==> config.mk <==
export PLATFORM = sky130hd
export DESIGN_NAME = mix_select_seq
export DESIGN_NICKNAME = d
export VERILOG_FILES = /design/src/rtl/mix_select_pkg.sv /design/src/rtl/mix_select_seq_word_pick.sv /design/src/rtl/mix_select_seq.sv
export SDC_FILE = /design/constraint.sdc
export NUM_CORES = 1
export LEC_CHECK = 0
export CAP_MARGIN = 20
export CORE_AREA = 2 2 303 305
export DETAILED_ROUTE_END_ITERATION = 12
export DIE_AREA = 0 0 305 307
export SETUP_SLACK_MARGIN = 0.05
export SKIP_CTS_REPAIR_TIMING = 1
export SYNTH_ARGS = -nofsm -noshare
export SYNTH_HDL_FRONTEND = slang
export SYNTH_SLANG_ARGS = --single-unit
==> constraint.sdc <==
create_clock -name clk -period 14.1 [get_ports clk]
set_clock_uncertainty 0.1 [all_clocks]
set_input_delay 2.115 -clock clk [delete_from_list [all_inputs] [get_ports clk]]
set_output_delay 2.115 -clock clk [all_outputs]
set_load 0.02 [all_outputs]
==> src/rtl/mix_select_pkg.sv <==
`default_nettype none
// ============================================================================
// Module   : mix_select_pkg
// Purpose  : Shared FSM encoding, default widths and lane offset helper for
//            the mix_select_seq word-select-and-mix engine.
// Revision : 1.0
// ============================================================================
package mix_select_pkg;

    typedef enum logic [1:0] {
        IDLE = 2'd0,
        RUN  = 2'd1,
        DONE = 2'd2
    } state_t;

    localparam int C_STATE_WIDTH = 320;
    localparam int C_SRC_WIDTH   = 128;
    localparam int C_WORD_WIDTH  = 32;
    localparam int C_LANES       = 5;
    localparam int C_LANE_STRIDE = 2;

    // Bit offset of lane j inside the cipher state.
    function automatic int lane_base(input int lane, input int stride, input int word_width);
        return lane * stride * word_width;
    endfunction

endpackage
`default_nettype wire

==> src/rtl/mix_select_seq_word_pick.sv <==
`default_nettype none
// ============================================================================
// Module   : word_pick
// Purpose  : Combinational extraction of one WORD_WIDTH word from a source
//            block, addressed by a word index.
// Revision : 1.0
// ============================================================================
module word_pick #(
    parameter int SRC_WIDTH  = 128,
    parameter int WORD_WIDTH = 32,
    parameter int IDX_W      = 2
) (
    input  logic [SRC_WIDTH-1:0]  src,
    input  logic [IDX_W-1:0]      idx,
    output logic [WORD_WIDTH-1:0] word
);

    localparam int N_WORDS = SRC_WIDTH / WORD_WIDTH;

    logic [WORD_WIDTH-1:0] w_words [N_WORDS];

    genvar gi;
    generate
        for (gi = 0; gi < N_WORDS; gi++) begin : g_word
            assign w_words[gi] = src[gi*WORD_WIDTH +: WORD_WIDTH];
        end
    endgenerate

    assign word = w_words[idx];

endmodule
`default_nettype wire

==> src/rtl/mix_select_seq.sv <==
`default_nettype none
// ============================================================================
// Module   : mix_select_seq
// Purpose  : XORs selector-indexed source words into strided state lanes,
//            one lane per cycle, or all lanes at once when
//            MIX_SEL_PARALLEL_EN is defined.
// Revision : 1.0
// ============================================================================
module mix_select_seq
    import mix_select_pkg::*;
#(
    parameter int STATE_WIDTH = C_STATE_WIDTH,
    parameter int SRC_WIDTH   = C_SRC_WIDTH,
    parameter int WORD_WIDTH  = C_WORD_WIDTH,
    parameter int LANES       = C_LANES,
    parameter int LANE_STRIDE = C_LANE_STRIDE,
    parameter int IDX_W       = $clog2(SRC_WIDTH / WORD_WIDTH),
    parameter int LANE_W      = (LANES > 1) ? $clog2(LANES) : 1
) (
    input  logic                     clk,
    input  logic                     reset,
    input  logic                     start_valid,
    output logic                     start_ready,
    input  logic [STATE_WIDTH-1:0]   state_in,
    input  logic [SRC_WIDTH-1:0]     src_in,
    input  logic [LANES*IDX_W-1:0]   sel,
    output logic                     done_valid,
    input  logic                     done_ready,
    output logic [STATE_WIDTH-1:0]   state_out,
    output logic                     busy
);

    state_t                  r_state;
    state_t                  w_state_nxt;
    logic [STATE_WIDTH-1:0]  r_work;
    logic [SRC_WIDTH-1:0]    r_src;
    logic [LANES*IDX_W-1:0]  r_sel;
    logic [STATE_WIDTH-1:0]  w_mixed;
    logic [IDX_W-1:0]        w_sel_arr [LANES];
    logic                    w_accept;
    logic                    w_last;

    assign w_accept = (r_state == IDLE) && start_valid;

    genvar gj;
    generate
        for (gj = 0; gj < LANES; gj++) begin : g_sel
            assign w_sel_arr[gj] = r_sel[gj*IDX_W +: IDX_W];
        end
    endgenerate

`ifdef MIX_SEL_PARALLEL_EN
    logic [WORD_WIDTH-1:0] w_words [LANES];

    generate
        for (gj = 0; gj < LANES; gj++) begin : g_pick
            word_pick #(
                .SRC_WIDTH  (SRC_WIDTH),
                .WORD_WIDTH (WORD_WIDTH),
                .IDX_W      (IDX_W)
            ) u_word_pick (
                .src  (r_src),
                .idx  (w_sel_arr[gj]),
                .word (w_words[gj])
            );
        end
    endgenerate

    assign w_last = 1'b1;

    always_comb begin
        w_mixed = r_work;
        for (int j = 0; j < LANES; j++) begin
            w_mixed[lane_base(j, LANE_STRIDE, WORD_WIDTH) +: WORD_WIDTH] ^= w_words[j];
        end
    end
`else
    localparam logic [LANE_W-1:0] c_last_lane = LANE_W'(LANES - 1);

    logic [LANE_W-1:0]     r_lane;
    logic [WORD_WIDTH-1:0] w_word;

    word_pick #(
        .SRC_WIDTH  (SRC_WIDTH),
        .WORD_WIDTH (WORD_WIDTH),
        .IDX_W      (IDX_W)
    ) u_word_pick (
        .src  (r_src),
        .idx  (w_sel_arr[r_lane]),
        .word (w_word)
    );

    assign w_last = (r_lane == c_last_lane);

    // Lane offsets stay constant per loop iteration; r_lane only gates which one updates.
    always_comb begin
        w_mixed = r_work;
        for (int j = 0; j < LANES; j++) begin
            if (r_lane == LANE_W'(j)) begin
                w_mixed[lane_base(j, LANE_STRIDE, WORD_WIDTH) +: WORD_WIDTH] ^= w_word;
            end
        end
    end

    always_ff @(posedge clk or posedge reset) begin
        if (reset) begin
            r_lane <= '0;
        end else if (w_accept) begin
            r_lane <= '0;
        end else if (r_state == RUN) begin
            r_lane <= r_lane + LANE_W'(1);
        end
    end
`endif

    always_ff @(posedge clk or posedge reset) begin
        if (reset) begin
            r_state <= IDLE;
        end else begin
            r_state <= w_state_nxt;
        end
    end

    always_comb begin
        w_state_nxt = r_state;
        case (r_state)
            IDLE:    if (start_valid) w_state_nxt = RUN;
            RUN:     if (w_last)      w_state_nxt = DONE;
            DONE:    if (done_ready)  w_state_nxt = IDLE;
            default: w_state_nxt = IDLE;
        endcase
    end

    always_ff @(posedge clk or posedge reset) begin
        if (reset) begin
            r_work <= '0;
            r_src  <= '0;
            r_sel  <= '0;
        end else if (w_accept) begin
            r_work <= state_in;
            r_src  <= src_in;
            r_sel  <= sel;
        end else if (r_state == RUN) begin
            r_work <= w_mixed;
        end
    end

    assign start_ready = (r_state == IDLE);
    assign busy        = (r_state == RUN);
    assign done_valid  = (r_state == DONE);
    assign state_out   = r_work;

endmodule
`default_nettype wire

## Word level (Yosys, flattened, before mapping)

Index checks and enable logic that the tools add are counted.

- Register bits: 463
- Output and inout port bits: 323

- Add/subtract/negate cells: 1
- Magnitude comparators: 2
- Equal/unequal tests: 9
- Multiplexer cells: 19
- Bitwise logic cells: 7
- Reductions and logical operators: 15

Operators by type and width:

| cell | count |
|---|---|
| 2-to-1 mux 320 bit | 1 |
| 2-to-1 mux 288 bit | 1 |
| 2-to-1 mux 32 bit | 7 |
| XOR 32 bit | 5 |
| binary-select mux 32 bit (select 2 bit) | 1 |
| nonzero test 2 bit | 6 |
| 2-to-1 mux 2 bit | 5 |
| AND reduction 2 bit | 5 |
| binary-select mux 2 bit (select 3 bit) | 1 |
| == test 3 x 2 -> 1 bit (second input constant) | 2 |
| 2-to-1 mux 3 bit | 2 |
| case mux 2 bit (3 select lines) | 1 |
| >= comparator 4 bit (second input constant) | 1 |
| != test 2 x 1 -> 1 bit (second input constant) | 2 |
| inverter 3 -> 4 bit | 1 |
| adder 3 x 1 -> 3 bit (second input constant) | 1 |
| == test 3 x 1 -> 1 bit (second input constant) | 1 |
| == test 3 bit (second input constant) | 1 |
| >= comparator 3 bit (second input constant) | 1 |
| logical NOT 3 bit | 1 |
| inverter 2 -> 3 bit | 1 |
| AND reduction 3 bit | 1 |
| == test 2 x 1 -> 1 bit (second input constant) | 1 |
| == test 2 bit (second input constant) | 1 |
| other kinds (3) | 3 |

## Longest topological paths before layout

- Word-level depth: 12
- Mapped depth: 11
- Mapped depth without buffers: 7

## Modules after synthesis

From an unflattened synthesis, not the netlist that was laid out.

- Cell total of the unflattened synthesis: 1792
- Area total of the unflattened synthesis: 23074.6 sq um

Modules (own cells, without submodules):

| module | instances | cells an instance | area an instance (sq um) | sequential area each (sq um) |
|---|---|---|---|---|
| mix_select_seq | 1 | 1753 | 22260.1 | 11586.1 |
| word_pick | 1 | 39 | 814.5 | 0.0 |

## Worst setup path after synthesis

OpenSTA, ideal clock, no wires.

- Path type: input port to flip-flop
- From: input port start_valid
- To: register r_work[159], in the netlist state_out[159]
- Setup time: 0.126 ns
- Arrival time: 3.514 ns
- Data required time: 13.874 ns
- Setup slack: 10.360 ns
- Stages: 7
- Path buffers: 2
- Cells stage by stage: nor3b_1 -> buf_2 -> clkbuf_1 -> nor2_1 -> a22oi_1 -> o31ai_1 -> a221o_1

- Cells in the longest elaborated chain, start to end: 3

RTL lines:

| what | line | RTL |
|---|---|---|
| start, declared | mix_select_seq.sv:22 | `input logic start_valid,` |
| logical AND 1 bit * | mix_select_seq.sv:43 | `assign w_accept = (r_state == IDLE) && start_valid;` |
| nonzero test 2 bit (no line) | -- |  |
| AND reduction 2 bit (no line) | -- |  |
| end signal, assigned | mix_select_seq.sv:140 | `r_work <= state_in;` |
| end signal, assigned | mix_select_seq.sv:144 | `r_work <= w_mixed;` |
| end, declared | mix_select_seq.sv:35 | `logic [STATE_WIDTH-1:0] r_work;` |

Every way passes the cells marked *; elsewhere a longest branch is shown, timed or not. The select of a mux whose other input is x is not followed.
A chain may end at the register's enable or synchronous reset.

## Worst setup path after layout

- From: input port start_valid
- To: register r_work[80], in the netlist state_out[80]

Same word-level chain as after synthesis.

==> impl_metrics.json <==
{
  "synth_edf_count": 0,
  "muxShareOfSynthArea_pct": 7.90,
  "dieHeight_um": 307,
  "synth-async-reset-ratio_pct": 100,
  "worstSetupPathType": "primary input to register",
  "die_w_um": 305,
  "dp_hpwl_um": 72100,
  "period_minus_slack_ps": 5580,
  "cts_tree": "built",
  "setup_tns_ps": 0,
  "ir_worst_vdd_uv": 142,
  "row_count": 111,
  "clockBufferDepth": 3,
  "synth_area_per_cell_um2": 8.78,
  "drtIter0Drc": 1965,
  "ys.flop_type": "dfrtp_1",
  "grt_pass1_vias": 24000,
  "final_cell_area_um2": 35500,
  "crit_path_start_kind": "primary input",
  "synth.most_common_cell": "nand2_1",
  "ys_ff_latch": 463,
  "hold_viol_final": 0,
  "place_congestion": 0.807,
  "synth_top_area_cell": "dfrtp_1",
  "synth_cell_type_count": 56,
  "endpoint_kind": "register",
  "remaining_drc_errors": 0,
  "ioPinCount": 785,
  "syn_area_um2": 24500,
  "synth_top_family_by_area": "simple AND/OR/NAND/NOR gates",
  "syn_nets": 3251,
  "fmax_mhz": 179,
  "yosys.area_share.simple_pct": 25.4,
  "worstPathArrival_ps": 6020,
  "hold_class": "register to register",
  "p_leak_nw": 15.4,
  "place_area_um2": 33500,
  "antenna_found_initial": 10,
  "synth_warnings": 0,
  "detail_route.vias_per_cell": 5.17,
  "maxSlewHeadroom_pct": 28.2,
  "port-buffer-count": 784,
  "nets": 3926,
  "synth_adder_area_share_pct": 0.256,
  "area_growth_pct": 45.1,
  "path_clk_slew_ps": 60,
  "clock_latency_ps": 630,
  "powerDensity_nw_per_um2": 273,
  "grt_overflow": 0,
  "reg2reg_from": "r_state[0]",
  "grt_pass1_wl_um": 158000,
  "clock-sinks": 463,
  "grt.busiest_layer": "met2",
  "wl_um": 107000,
  "core_um2": 90700,
  "maxCapViolCount": 0,
  "grtUsageMet1_pct": 27.7,
  "ant_nets": 0,
  "drive_gt1_share_pct": 8.36,
  "dr_total_vias": 24300,
  "syn_inst": 2784,
  "setup_violations": 0,
  "crit_fanout": 86,
  "min_from": "state_out[57]",
  "status": "complete, no violations",
  "grt_max_degree": 182,
  "drt-wirelength-per-cell_um": 22.7,
  "yosys.area.top_type_share_pct": 47.4,
  "synth_compound_area_share_pct": 15.3,
  "synthTopCellsByArea": "dfrtp_1 47%, nand2_1 17%, nand3_1 3.9%",
  "required_ps": 14540,
  "crit_start": "start_valid",
  "start_util_pct": 27.0,
  "numCtsBuffers": 57,
  "grt_setup_unrepaired": "no",
  "fin_crit_sh_pct": 39.5,
  "slew_viol_final": 0,
  "ctsHtreeMaxLevel": 2,
  "die_area_um2": 93600,
  "yosysSeqAreaShare_pct": 47.4,
  "grt_use_total_pct": 22.0,
  "worst_pin_slew_ps": 1080,
  "use_met2_pct": 37.2,
  "synthXorXnorAreaFrac_pct": 0,
  "grt_use_met3_pct": 5.33,
  "root_buffer": "clkbuf_16",
  "ys_top_cells_by_count": "1079 x nand2_1, 463 x dfrtp_1, 191 x nand3_1, 152 x clkbuf_1, 125 x a22oi_1",
  "dr.pass1.iters": 6
}
## area by class of cell
cell class              count  area, um2
multi-input cells        2104      12200
clock inverters            24        285
inverters                   6       26.3
fillers                  9101      55200
clock buffers              81       1670
diodes                      7       17.5
well taps                1186       1480
flip-flops and latches    463      11600
repair buffers            827       8240
## metal layers
layer  vias to the layer above  share of wire (%)
met1                     11900                 41
met4                         8                2.7
met2                       980                 48
li1                      11200                  -
met3                       173                7.6
met5                         -              0.049
## cells in the final DEF (no fill, tap or decap), types with 13 or more instances in the layout
cell and count:
nor3_1 32, mux2i_1 94, mux2_4 60, clkbuf_16 57
nand4_1 32, nand2_1 1079, a31oi_1 90, buf_4 37
dfrtp_1 463, nor2_1 13, nand3_1 188, clkdlybuf4s50_1 784
nor4_2 30, and3_1 35, o22ai_1 31, o21ai_1 31
a22oi_1 125, o221a_2 30, clkbuf_8 15, a211o_1 31
a221oi_1 31, o211ai_1 90
## power breakdown
group / switching, mW / internal, mW / total (mW)
Sequential: 0.572 / 1.97 / 2.54
Combinational: 3.32 / 2.27 / 5.59
Clock: 0.629 / 0.913 / 1.54
Total: 4.52 / 5.15 / 9.67
## cell families (layout without fill, tap and decap cells)
family | Yosys count | after routing
fa+ha+maj | 5 | 5
buf+inv | 217 | 938
other cells | 0 | 7
flops | 463 | 463
mux | 160 | 160
simple gates | 1438 | 1438
compound gates | 501 | 501
## state kept, by name (all words and copies together) (netlist names)
register / cells
r_state: 2
r_lane: 3
r_src: 128
r_sel: 10
state_out: 320
## worst max-delay path, stage by stage
cell and delay (ps):
clkdlybuf4s50_1 410, or3b_4 540, buf_4 640, buf_4 790, buf_4 910, nand3_1 140, nand2_1 110, a31oi_1 50
o211ai_1 120
## stage by stage
step / util, % / hold slack (ps) / setup WS, ps / total power, mW / instances
CTS: 39.1 / 374 / 8640 / 9.70 / 4691
global placement: 36.9 / 355 / 8000 / 8.06 / 4585
floorplan: - / 338 / 5620 / 5.92 / 2784
finish: 39.1 / 370 / 8520 / 9.67 / 4698
detailed placement: 37.0 / 361 / 7950 / 8.13 / 4586
global route: 39.1 / 389 / 8250 / 10.3 / 4696
## path summary, 6_finish.rpt
kind / to / slack [ps] / cells past startpoint
max: state_out[80] / 8520 / 9
min: state_out[57] / 370 / 2
max reg2reg: state_out[80] / 9680 / 8
min reg2reg: state_out[57] / 370 / 2
max in group asynchronous: r_src[77] / 9410 / 5
min in group asynchronous: state_out[44] / 1830 / 2
No activity file was read; power rests on OpenSTA's default activity.
